**config.mk**
```make
export PLATFORM = sky130hd
export DESIGN_NAME = clock_set_ctrl
export DESIGN_NICKNAME = d
export VERILOG_FILES = /design/src/rtl/clock_set_ctrl.sv
export SDC_FILE = /design/constraint.sdc
export NUM_CORES = 1
export LEC_CHECK = 0
export ABC_AREA = 1
export ABC_CLOCK_PERIOD_IN_PS = 1600
export CELL_PAD_IN_SITES_DETAIL_PLACEMENT = 1
export CELL_PAD_IN_SITES_GLOBAL_PLACEMENT = 2
export CORE_MARGIN = 3
export CORE_UTILIZATION = 24
export DETAILED_ROUTE_END_ITERATION = 6
export PLACE_DENSITY = 0.84
export SETUP_SLACK_MARGIN = 0.3
export SKIP_LAST_GASP = 1
export SLEW_MARGIN = 20
export SYNTH_ARGS = -nofsm -noshare
export SYNTH_HDL_FRONTEND = slang
export SYNTH_SLANG_ARGS = --single-unit
```
**constraint.sdc**
```tcl
create_clock -name clk -period 1.6 [get_ports clk]
set_clock_uncertainty 0.1 [all_clocks]
set_input_delay 0.16 -clock clk [delete_from_list [all_inputs] [get_ports clk]]
set_output_delay 0.16 -clock clk [all_outputs]
set_load 0.005 [all_outputs]
```
**src/rtl/clock_set_ctrl.sv**
```systemverilog
// Time/alarm setting controller for DigitalClock: button FSM, shadow edit registers and a load strobe.
// Optional alarm states, registers and alarm_out are built when CLOCK_SET_CTRL_ALARM_EN is defined.
module clock_set_ctrl #(
  parameter int AUTO_EXIT_SECS = 30
) (
  input  logic        clk,
  input  logic        reset,
  input  logic        one_sec_pulse,
  input  logic        mode_btn,
  input  logic        inc_btn,
  input  logic [23:0] cur_time,
  output logic        load,
  output logic [23:0] load_time,
  output logic        clk_hold,
  output logic [23:0] disp_time,
  output logic        blink,
  output logic [2:0]  mode_state
`ifdef CLOCK_SET_CTRL_ALARM_EN
  ,
  output logic        alarm_out
`endif
);

  localparam logic [2:0] RUN      = 3'd0;
  localparam logic [2:0] SET_HOUR = 3'd1;
  localparam logic [2:0] SET_MIN  = 3'd2;
  localparam logic [2:0] ALM_HOUR = 3'd3;
  localparam logic [2:0] ALM_MIN  = 3'd4;

  localparam int CNT_W = (AUTO_EXIT_SECS > 1) ? $clog2(AUTO_EXIT_SECS + 1) : 1;
  localparam logic [CNT_W-1:0] EXIT_LAST = CNT_W'(AUTO_EXIT_SECS - 1);

  // Two-digit BCD increment that wraps to 00 after max.
  function automatic logic [7:0] bcd_inc(input logic [7:0] v, input logic [7:0] max);
    if (v == max)             return 8'h00;
    else if (v[3:0] == 4'd9)  return {v[7:4] + 4'd1, 4'd0};
    else                      return {v[7:4], v[3:0] + 4'd1};
  endfunction

  logic [2:0]       state_q, state_d;
  logic             mode_prev_q, inc_prev_q;
  logic [7:0]       sh_hour_q, sh_hour_d, sh_min_q, sh_min_d;
  logic [CNT_W-1:0] cnt_q, cnt_d;
  logic             blink_q, blink_d;
  logic             load_q, load_d;
  logic [23:0]      load_time_q, load_time_d;
  logic             clk_hold_q, clk_hold_d;
  logic [23:0]      disp_q, disp_d;
  logic             mode_edge, inc_edge, any_edge, alarm_ack;
`ifdef CLOCK_SET_CTRL_ALARM_EN
  logic [7:0]       al_hour_q, al_hour_d, al_min_q, al_min_d;
  logic             alarm_q, alarm_d;
`endif

  always_comb begin
    mode_edge   = mode_btn & ~mode_prev_q;
    inc_edge    = inc_btn & ~inc_prev_q;
    any_edge    = mode_edge | inc_edge;
    alarm_ack   = 1'b0;
    state_d     = state_q;
    sh_hour_d   = sh_hour_q;
    sh_min_d    = sh_min_q;
    cnt_d       = cnt_q;
    load_d      = 1'b0;
    load_time_d = load_time_q;
`ifdef CLOCK_SET_CTRL_ALARM_EN
    al_hour_d   = al_hour_q;
    al_min_d    = al_min_q;
    alarm_d     = alarm_q;
    // A button edge while the alarm rings only acknowledges it.
    if (alarm_q && any_edge) begin
      alarm_d   = 1'b0;
      alarm_ack = 1'b1;
    end else if (state_q == RUN && one_sec_pulse &&
                 cur_time == {al_hour_q, al_min_q, 8'h00}) begin
      alarm_d = 1'b1;
    end
`endif
    if (!alarm_ack) begin
      if (mode_edge) begin
        case (state_q)
          RUN: begin
            state_d   = SET_HOUR;
            sh_hour_d = cur_time[23:16];
            sh_min_d  = cur_time[15:8];
          end
          SET_HOUR: state_d = SET_MIN;
          SET_MIN: begin
`ifdef CLOCK_SET_CTRL_ALARM_EN
            state_d = ALM_HOUR;
`else
            state_d = RUN;
`endif
            load_d      = 1'b1;
            load_time_d = {sh_hour_q, sh_min_q, 8'h00};
          end
`ifdef CLOCK_SET_CTRL_ALARM_EN
          ALM_HOUR: state_d = ALM_MIN;
          ALM_MIN:  state_d = RUN;
`endif
          default:  state_d = RUN;
        endcase
      end else if (inc_edge) begin
        case (state_q)
          SET_HOUR: sh_hour_d = bcd_inc(sh_hour_q, 8'h23);
          SET_MIN:  sh_min_d  = bcd_inc(sh_min_q, 8'h59);
`ifdef CLOCK_SET_CTRL_ALARM_EN
          ALM_HOUR: al_hour_d = bcd_inc(al_hour_q, 8'h23);
          ALM_MIN:  al_min_d  = bcd_inc(al_min_q, 8'h59);
`endif
          default: ;
        endcase
      end else if (one_sec_pulse && state_q != RUN) begin
        if (AUTO_EXIT_SECS != 0 && cnt_q == EXIT_LAST) state_d = RUN;
        else cnt_d = cnt_q + 1'b1;
      end
    end
    if (any_edge || state_d != state_q || state_d == RUN) cnt_d = '0;

    if (state_d == RUN)          blink_d = 1'b0;
    else if (state_d != state_q) blink_d = 1'b1;
    else if (one_sec_pulse)      blink_d = ~blink_q;
    else                         blink_d = blink_q;

    clk_hold_d = (state_d == SET_HOUR) || (state_d == SET_MIN);

    case (state_d)
      SET_HOUR, SET_MIN: disp_d = {sh_hour_d, sh_min_d, 8'h00};
`ifdef CLOCK_SET_CTRL_ALARM_EN
      ALM_HOUR, ALM_MIN: disp_d = {al_hour_d, al_min_d, 8'h00};
`endif
      default:           disp_d = cur_time;
    endcase
  end

  always_ff @(posedge clk) begin
    if (reset) begin
      state_q     <= RUN;
      mode_prev_q <= 1'b0;
      inc_prev_q  <= 1'b0;
      sh_hour_q   <= 8'h00;
      sh_min_q    <= 8'h00;
      cnt_q       <= '0;
      blink_q     <= 1'b0;
      load_q      <= 1'b0;
      load_time_q <= 24'h0;
      clk_hold_q  <= 1'b0;
      disp_q      <= 24'h0;
    end else begin
      state_q     <= state_d;
      mode_prev_q <= mode_btn;
      inc_prev_q  <= inc_btn;
      sh_hour_q   <= sh_hour_d;
      sh_min_q    <= sh_min_d;
      cnt_q       <= cnt_d;
      blink_q     <= blink_d;
      load_q      <= load_d;
      load_time_q <= load_time_d;
      clk_hold_q  <= clk_hold_d;
      disp_q      <= disp_d;
    end
  end

`ifdef CLOCK_SET_CTRL_ALARM_EN
  always_ff @(posedge clk) begin
    if (reset) begin
      al_hour_q <= 8'h06;
      al_min_q  <= 8'h00;
      alarm_q   <= 1'b0;
    end else begin
      al_hour_q <= al_hour_d;
      al_min_q  <= al_min_d;
      alarm_q   <= alarm_d;
    end
  end

  assign alarm_out = alarm_q;
`endif

  assign load       = load_q;
  assign load_time  = load_time_q;
  assign clk_hold   = clk_hold_q;
  assign disp_time  = disp_q;
  assign blink      = blink_q;
  assign mode_state = state_q;

endmodule

```
==> impl_metrics.yaml <==
final_layout:
  drive_above_1_share_pct: 41.3
  layout.cells.non_filler: 776
  finish.utilization_pct: 44.6
  layout_common_cells: "58 x nand2_1, 57 x dfxtp_1, 48 x inv_1"
  nNetsFinal: 634
  layout_commonest_cell: "nand2_1"
  area_delta_synth_final_pct: 80.7
  antenna_cells: 0
worst_setup_path:
  worstPathRequired_ns: 1.73
  critPathLaunchType: "register"
  crit_path_end_kind: "register"
  cp.arrival_ns: 2.05
  setup.worst_path.class: "reg2reg"
  path_cells: "inv_2 -> ha_4 -> nand2_4 -> nor2_4 -> nand2_2 -> nor2_4 -> nor2_4 -> nor2_4 -> nand3_4 -> nand2_4 -> nor2_4 -> buf_6 -> nand2_1 -> nand2_1"
  worst_path_most_repeated_cell: "nor2_4"
  worst_path_largest_cell_delay_ns: 0.33
  r2r_slack_ns: -0.31
  crit_slowest_cell: "dfxtp_2"
  crit_fanout: 4
sta:
  min_period_over_period_pct: 120
  fin_ws_ns: -0.312
  setup_tns_ns: -8.35
  finalHoldViolCount: 0
  finalCriticalPeriod_ns: 1.91
  finalSetupViolations: 47
  rsz0062_at_grt: "true"
  fmax_mhz: 523
  slew_viol_final: 0
pwr:
  vdd_drop_max_mv: 0.457
  swShare_pct: 27.0
  pwr-share-clk_pct: 42.7
  p_switching_mw: 1.41
  p_comb_share_pct: 21.0
  power.internal_mw: 3.81
  powerDensity_nw_per_um2: 879
  power_frac_seq_pct: 36.2
  leakagePower_nw: 2.82
  p_total_mw: 5.21
drt:
  antenna_left: 0
  postRouteWirelength_um: 13400
  routed-wl-met3_um: 551
  dr.pass1.iters: 4
  drtIter0Drc: 199
  routed.top_layer: "met4"
  avgViaCountPerCell: 4.63
  wl_met1_um: 5360
  dr_wl_met2_um: 7190
  routed-via-count: 3589
  drc: 0
  wl_per_cell_um: 17.2
global_route:
  grt_max_degree: 27
  grtUsageTotal_pct: 16.6
  grt_pass1_wl_um: 19100
  antenna_found_initial: 0
  globalRouteOverflowTotal: 0
  grt_pass1_vias: 3756
logic_synthesis:
  synthXorXnorAreaFrac_pct: 2.14
  synth.avg_cell_area_um2: 7.41
  synth_compound_area_share_pct: 13.1
  yosys.area_share.simple_pct: 27.1
  ys_seq_elements: 69
  synth_top_family_by_area: "simple AND/OR/NAND/NOR gates"
  syn_inst: 443
  yosysWarnings: 0
  syn_area_um2: 3280
  synthTopCellsByArea: "dfxtp_1 42%, nand2_1 10%, inv_1 6.9%"
  yosysSeqAreaShare_pct: 42.1
  synth_cell_types: 32
  synthMuxAreaShare_pct: 0
  synth_top_area_share_pct: 42.1
  synth_fa_ha_area_share_pct: 3.81
  synth_top_area_cell: "dfxtp_1"
cts:
  cts_root_buf: "clkbuf_16"
  clock_latency_ns: 0.34
  tritoncts: "yes"
  cts.sink_count: 69
  htree_levels: 3
  cts_buffer_depth: 2
  cts.clk_slew.worst_paths_ns: 0.06
  cts_buffers: 9
run_status:
  violations: "negative setup slack"
  status: "finished with violations"
placement:
  place_inst: 733
  place_congestion: 0.823
  port_buffers: 74
  detailed_place_hpwl_um: 8300
floorplan:
  core_area_um2: 13300
  io_pins: 83
  fp.dieW_um: 123
  placementRows: 42
  die_h_um: 123
  dieArea_um2: 15100
  initial_core_util_pct: 24.7
job:
  drv_cap: 0
worst_hold_path:
  min_path_type: "in2reg"
[worst max-delay path, delay by kind of cell (launching register included)]
family | cells | cell delay (ns)
buf+inv | 2 | 0.19
simple gates | 11 | 1.05
flops | 1 | 0.33
fa+ha+maj | 1 | 0.13
[power groups by stage]
| stage | sequential, mW | clock, mW | combinational [mW] |
|---|---|---|---|
| 4_1_cts | 1.89 | 2.27 | 0.960 |
| 2_1_floorplan | 1.92 | 0 | 0.392 |
| 3_3_place_gp | 1.92 | 0 | 0.835 |
| 3_5_place_dp | 1.92 | 0 | 0.861 |
| 6_report | 1.89 | 2.23 | 1.10 |
| 5_1_grt | 1.90 | 2.37 | 1.18 |
[worst paths after layout]
| check | startpoint | to | cells after the start |
|---|---|---|---|
| hold / removal | cur_time[4] | disp_time[4] | 3 |
| hold reg to reg | sh_min_q[1] | load_time[9] | 2 |
| setup reg to reg | cnt_q[1] | disp_time[18] | 14 |
| setup / recovery | cnt_q[1] | disp_time[18] | 14 |
[sequential cells by signal (all words and copies together) (netlist names), 3 cells and up]
name	count
sh_hour_q	8
mode_state	3
sh_min_q	8
disp_time	24
load_time	16
cnt_q	5
[metal layers]
layer  track usage (%)  vias to the layer above
li1                  -                     1716
met1              19.2                     1757
met2              30.2                       92
met3              2.52                       24
met4              7.42                        0
met5                 0                        -
[cells in the mapped netlist, drive strengths merged]
master / instances
nor2: 48
xor2: 7
nand3: 38
nand2: 92
and2: 3
a21boi: 1
ha: 10
xnor2: 1
a21oi: 29
dfxtp: 69
clkbuf: 7
nand3b: 3
nor3: 3
a22oi: 14
buf: 16
o211ai: 2
conb: 1
nand4: 6
o21bai: 1
inv: 63
o21ai: 29
[cell families after synthesis]
group / Yosys count
DFF: 69
adders and majority gates: 10
xor gates and xnor gates: 8
and+or+nand+nor: 193
AOI/OAI and AO/OA: 76
other: 1
buffers and inverters: 86
[through the flow]
step	hold slack, ns	cell area [um^2]	setup slack (ns)
after floorplan	0.159	3390	-0.0649
after global placement	0.386	4660	-0.412
after detailed placement	0.413	4660	-0.484
after CTS	0.244	5490	-0.227
after global routing	0.260	5930	-0.441
final	0.244	5930	-0.312
[area by class of cell]
| type | instances | area [um^2] |
|---|---|---|
| Timing Repair Buffer | 157 | 1620 |
| Sequential cell | 69 | 1400 |
| Multi-Input combinational cell | 295 | 2110 |
| Clock inverter | 3 | 67.6 |
| Fill cell | 1544 | 7370 |
| Clock buffer | 13 | 260 |
| Inverter | 63 | 244 |
| Tap cell | 176 | 220 |
[repair_timing]
| action | 4_1_cts | 5_1_grt |
|---|---|---|
| gates cloned | 3 | 1 |
| pin swaps | 40 | 40 |
| buffers inserted | 13 | 10 |
| gates resized for setup | 180 | 92 |
| hold buffers | 0 | 0 |
| setup endpoints to repair | 112 | 70 |
No activity file was read; power rests on OpenSTA's default activity.
==> RTL edit, RTL diff (config.mk and constraints unchanged) <==
Register the inputs `mode_btn` and `inc_btn` before use. The logic sees them one clock later. The other inputs are not delayed to match.
--- a/src/rtl/clock_set_ctrl.sv
+++ b/src/rtl/clock_set_ctrl.sv
@@ -31,4 +31,12 @@
   localparam logic [CNT_W-1:0] EXIT_LAST = CNT_W'(AUTO_EXIT_SECS - 1);
 
+  logic mode_btn_q;
+  logic inc_btn_q;
+
+  always_ff @(posedge clk) begin
+    mode_btn_q <= mode_btn;
+    inc_btn_q  <= inc_btn;
+  end
+
   // Two-digit BCD increment that wraps to 00 after max.
   function automatic logic [7:0] bcd_inc(input logic [7:0] v, input logic [7:0] max);
@@ -54,6 +62,6 @@
 
   always_comb begin
-    mode_edge   = mode_btn & ~mode_prev_q;
-    inc_edge    = inc_btn & ~inc_prev_q;
+    mode_edge   = mode_btn_q & ~mode_prev_q;
+    inc_edge    = inc_btn_q & ~inc_prev_q;
     any_edge    = mode_edge | inc_edge;
     alarm_ack   = 1'b0;
@@ -149,6 +157,6 @@
     end else begin
       state_q     <= state_d;
-      mode_prev_q <= mode_btn;
-      inc_prev_q  <= inc_btn;
+      mode_prev_q <= mode_btn_q;
+      inc_prev_q  <= inc_btn_q;
       sh_hour_q   <= sh_hour_d;
       sh_min_q    <= sh_min_d;
Check against the original RTL: not equivalent (Yosys sat finds a counterexample within 4 cycles, from zero or initial values and one cycle with reset high).
==> RTL edit against the unedited design <==
Setup slack worse by 0.046 ns; cell area shrank 2.8%; wire length fell by 4.8%; worst hold slack got worse by 0.092 ns; global-route usage fell by 0.095 points; sequential cell count up 2; sequential share of layout area is 1.4 points higher; the run still ends with setup timing left; synthesized cell count is 0.90% higher; synthesized area is essentially flat; total power is 0.84% lower; largest cell class unchanged; largest power group unchanged; core utilization is 1.3 points lower.
==> RTL edit: results (changes against the unedited design) <==
[run_status]
status = complete, but fails checks  ; unchanged
violations = setup timing  ; unchanged

[setup_path]
cp-endpoint = disp_time[21]$_SDFF_PP0_  ; was disp_time[18]$_SDFF_PP0_
path_max_fanout = 5  ; was 4
timing.rr.end = disp_time[21]$_SDFF_PP0_  ; was disp_time[18]$_SDFF_PP0_
rr_worst_depth = 14  ; unchanged
worstPathArrival_ns = 2.09  ; was 2.05 ns

[cells_and_area]
layout-drive-gt1-share_pct = 38.4  ; was 41.3%
n_fill_cell = 1587  ; was 1544
layout.nets = 633  ; was 634

[pwr]
power.density_mw_per_mm2 = 897  ; was 879 mW/mm^2
ir_drop_uv = 463  ; was 457 uV
power_leakage_nw = 2.78  ; was 2.82 nW

[synthesis]
synth_adder_area_share_pct = 3.81  ; about the same
synth_xor_area_share_pct = 2.40  ; was 2.14%
ys_seq_area_share_pct = 43.3  ; was 42.1%
synth_common_cells = nand2_1 (95), dfxtp_1 (71), inv_1 (59)  ; was nand2_1 (88), dfxtp_1 (69), inv_1 (60)
yosysUniqueCellTypes = 32  ; unchanged
synthArstFlopShare_pct = 0  ; unchanged
synth_compound_area_share_pct = 13.2  ; was 13.1%

[routing]
wl_mm = 12.7  ; was 13.4 mm
drt_pass1_iterations = 6  ; was 4
viasPerCell = 4.51  ; was 4.63
drt_iter0_drc = 104  ; was 199

[cts]
clkLatencyLatePin_ns = 0.35
htree_levels = 3  ; unchanged

[placement]
hpwlAfterDp_mm = 7.95  ; was 8.30 mm
place.gp.congestion = 0.800  ; was 0.823
placed_area_sq_mm = 0.00467  ; was 0.00466 sq mm

[min_path]
min_to = mode_btn_q$_DFF_P_  ; was disp_time[4]$_SDFF_PP0_
min_delay_path_depth = 1  ; was 3

[global_routing]
grt_use_total_pct = 16.5  ; was 16.6%
grt_first_pass_wirelength_mm = 19.1  ; about the same
antenna_found_initial = 0  ; unchanged
grt_pass1_vias = 3695  ; was 3756
grt_max_degree = 19  ; was 27

[timing]
whs_ns = 0.152  ; was 0.244 ns
finalSetupViolCount = 54  ; was 47
setup_ws_ns = -0.358  ; was -0.312 ns

-- RTL edit: cells by family after synthesis --
| group | after synthesis |
|---|---|
| simple gates | 193 |
| compound gates | 77 |
| xor+xnor | 9 |
| buf+inv | 86 |
| other cells | 1 |
| flops | 71 |
| fa+ha+maj | 10 |
-- RTL edit: power by group --
| part | switching [mW] | internal (mW) | leakage (nW) |
|---|---|---|---|
| Clock | 0.790 | 1.39 | 0.158 |
| Combinational | 0.542 | 0.507 | 2.03 |
| Sequential | 0.0635 | 1.88 | 0.588 |
| Total | 1.40 | 3.77 | 2.78 |
-- RTL edit: critical path, stage by stage (launching register included) --
cell and delay [ns]:
dfxtp_2 0.32, inv_2 0.06, ha_4 0.14, nand2_4 0.07, nor2_4 0.10, nand2_1 0.08, nor2_2 0.12, nor2_1 0.07
nor2_2 0.17, nand3_2 0.14, nand2_4 0.16, nor2_4 0.06, buf_6 0.14, nand2_2 0.05, nand2_1 0.06
-- RTL edit: final cells by class --
cell class	count	share of cell area, %
clock inverter	2	0.608
inverter	63	4.37
multi-input combinational	297	34.7
clock buffer	14	4.95
sequential	71	25.1
tap	176	3.82
timing repair buffer	152	26.4
-- RTL edit: repair_timing --
action / CTS / global route
setup endpoints to repair: 113 / 70
buffers inserted: 8 / 14
resized for setup: 143 / 94
cloned: 1 / 2
pin swaps: 23 / 42
-- RTL edit: metal layers --
metal,vias up,global-route usage (%),routed length (um)
li1,1699,-,-
met1,1713,18.8,5070
met2,64,29.9,6960
met3,17,4.16,468
met4,0,5.67,239
met5,-,0,0
-- RTL edit: stage by stage --
stage	TNS, ns	std cells	setup WS (ns)
detailed placement	-10.89	734	-0.400
global route	-15.60	775	-0.466
floorplan	-1.16	454	-0.102
CTS	-5.31	759	-0.201
finish	-9.61	775	-0.358
global placement	-7.99	734	-0.301
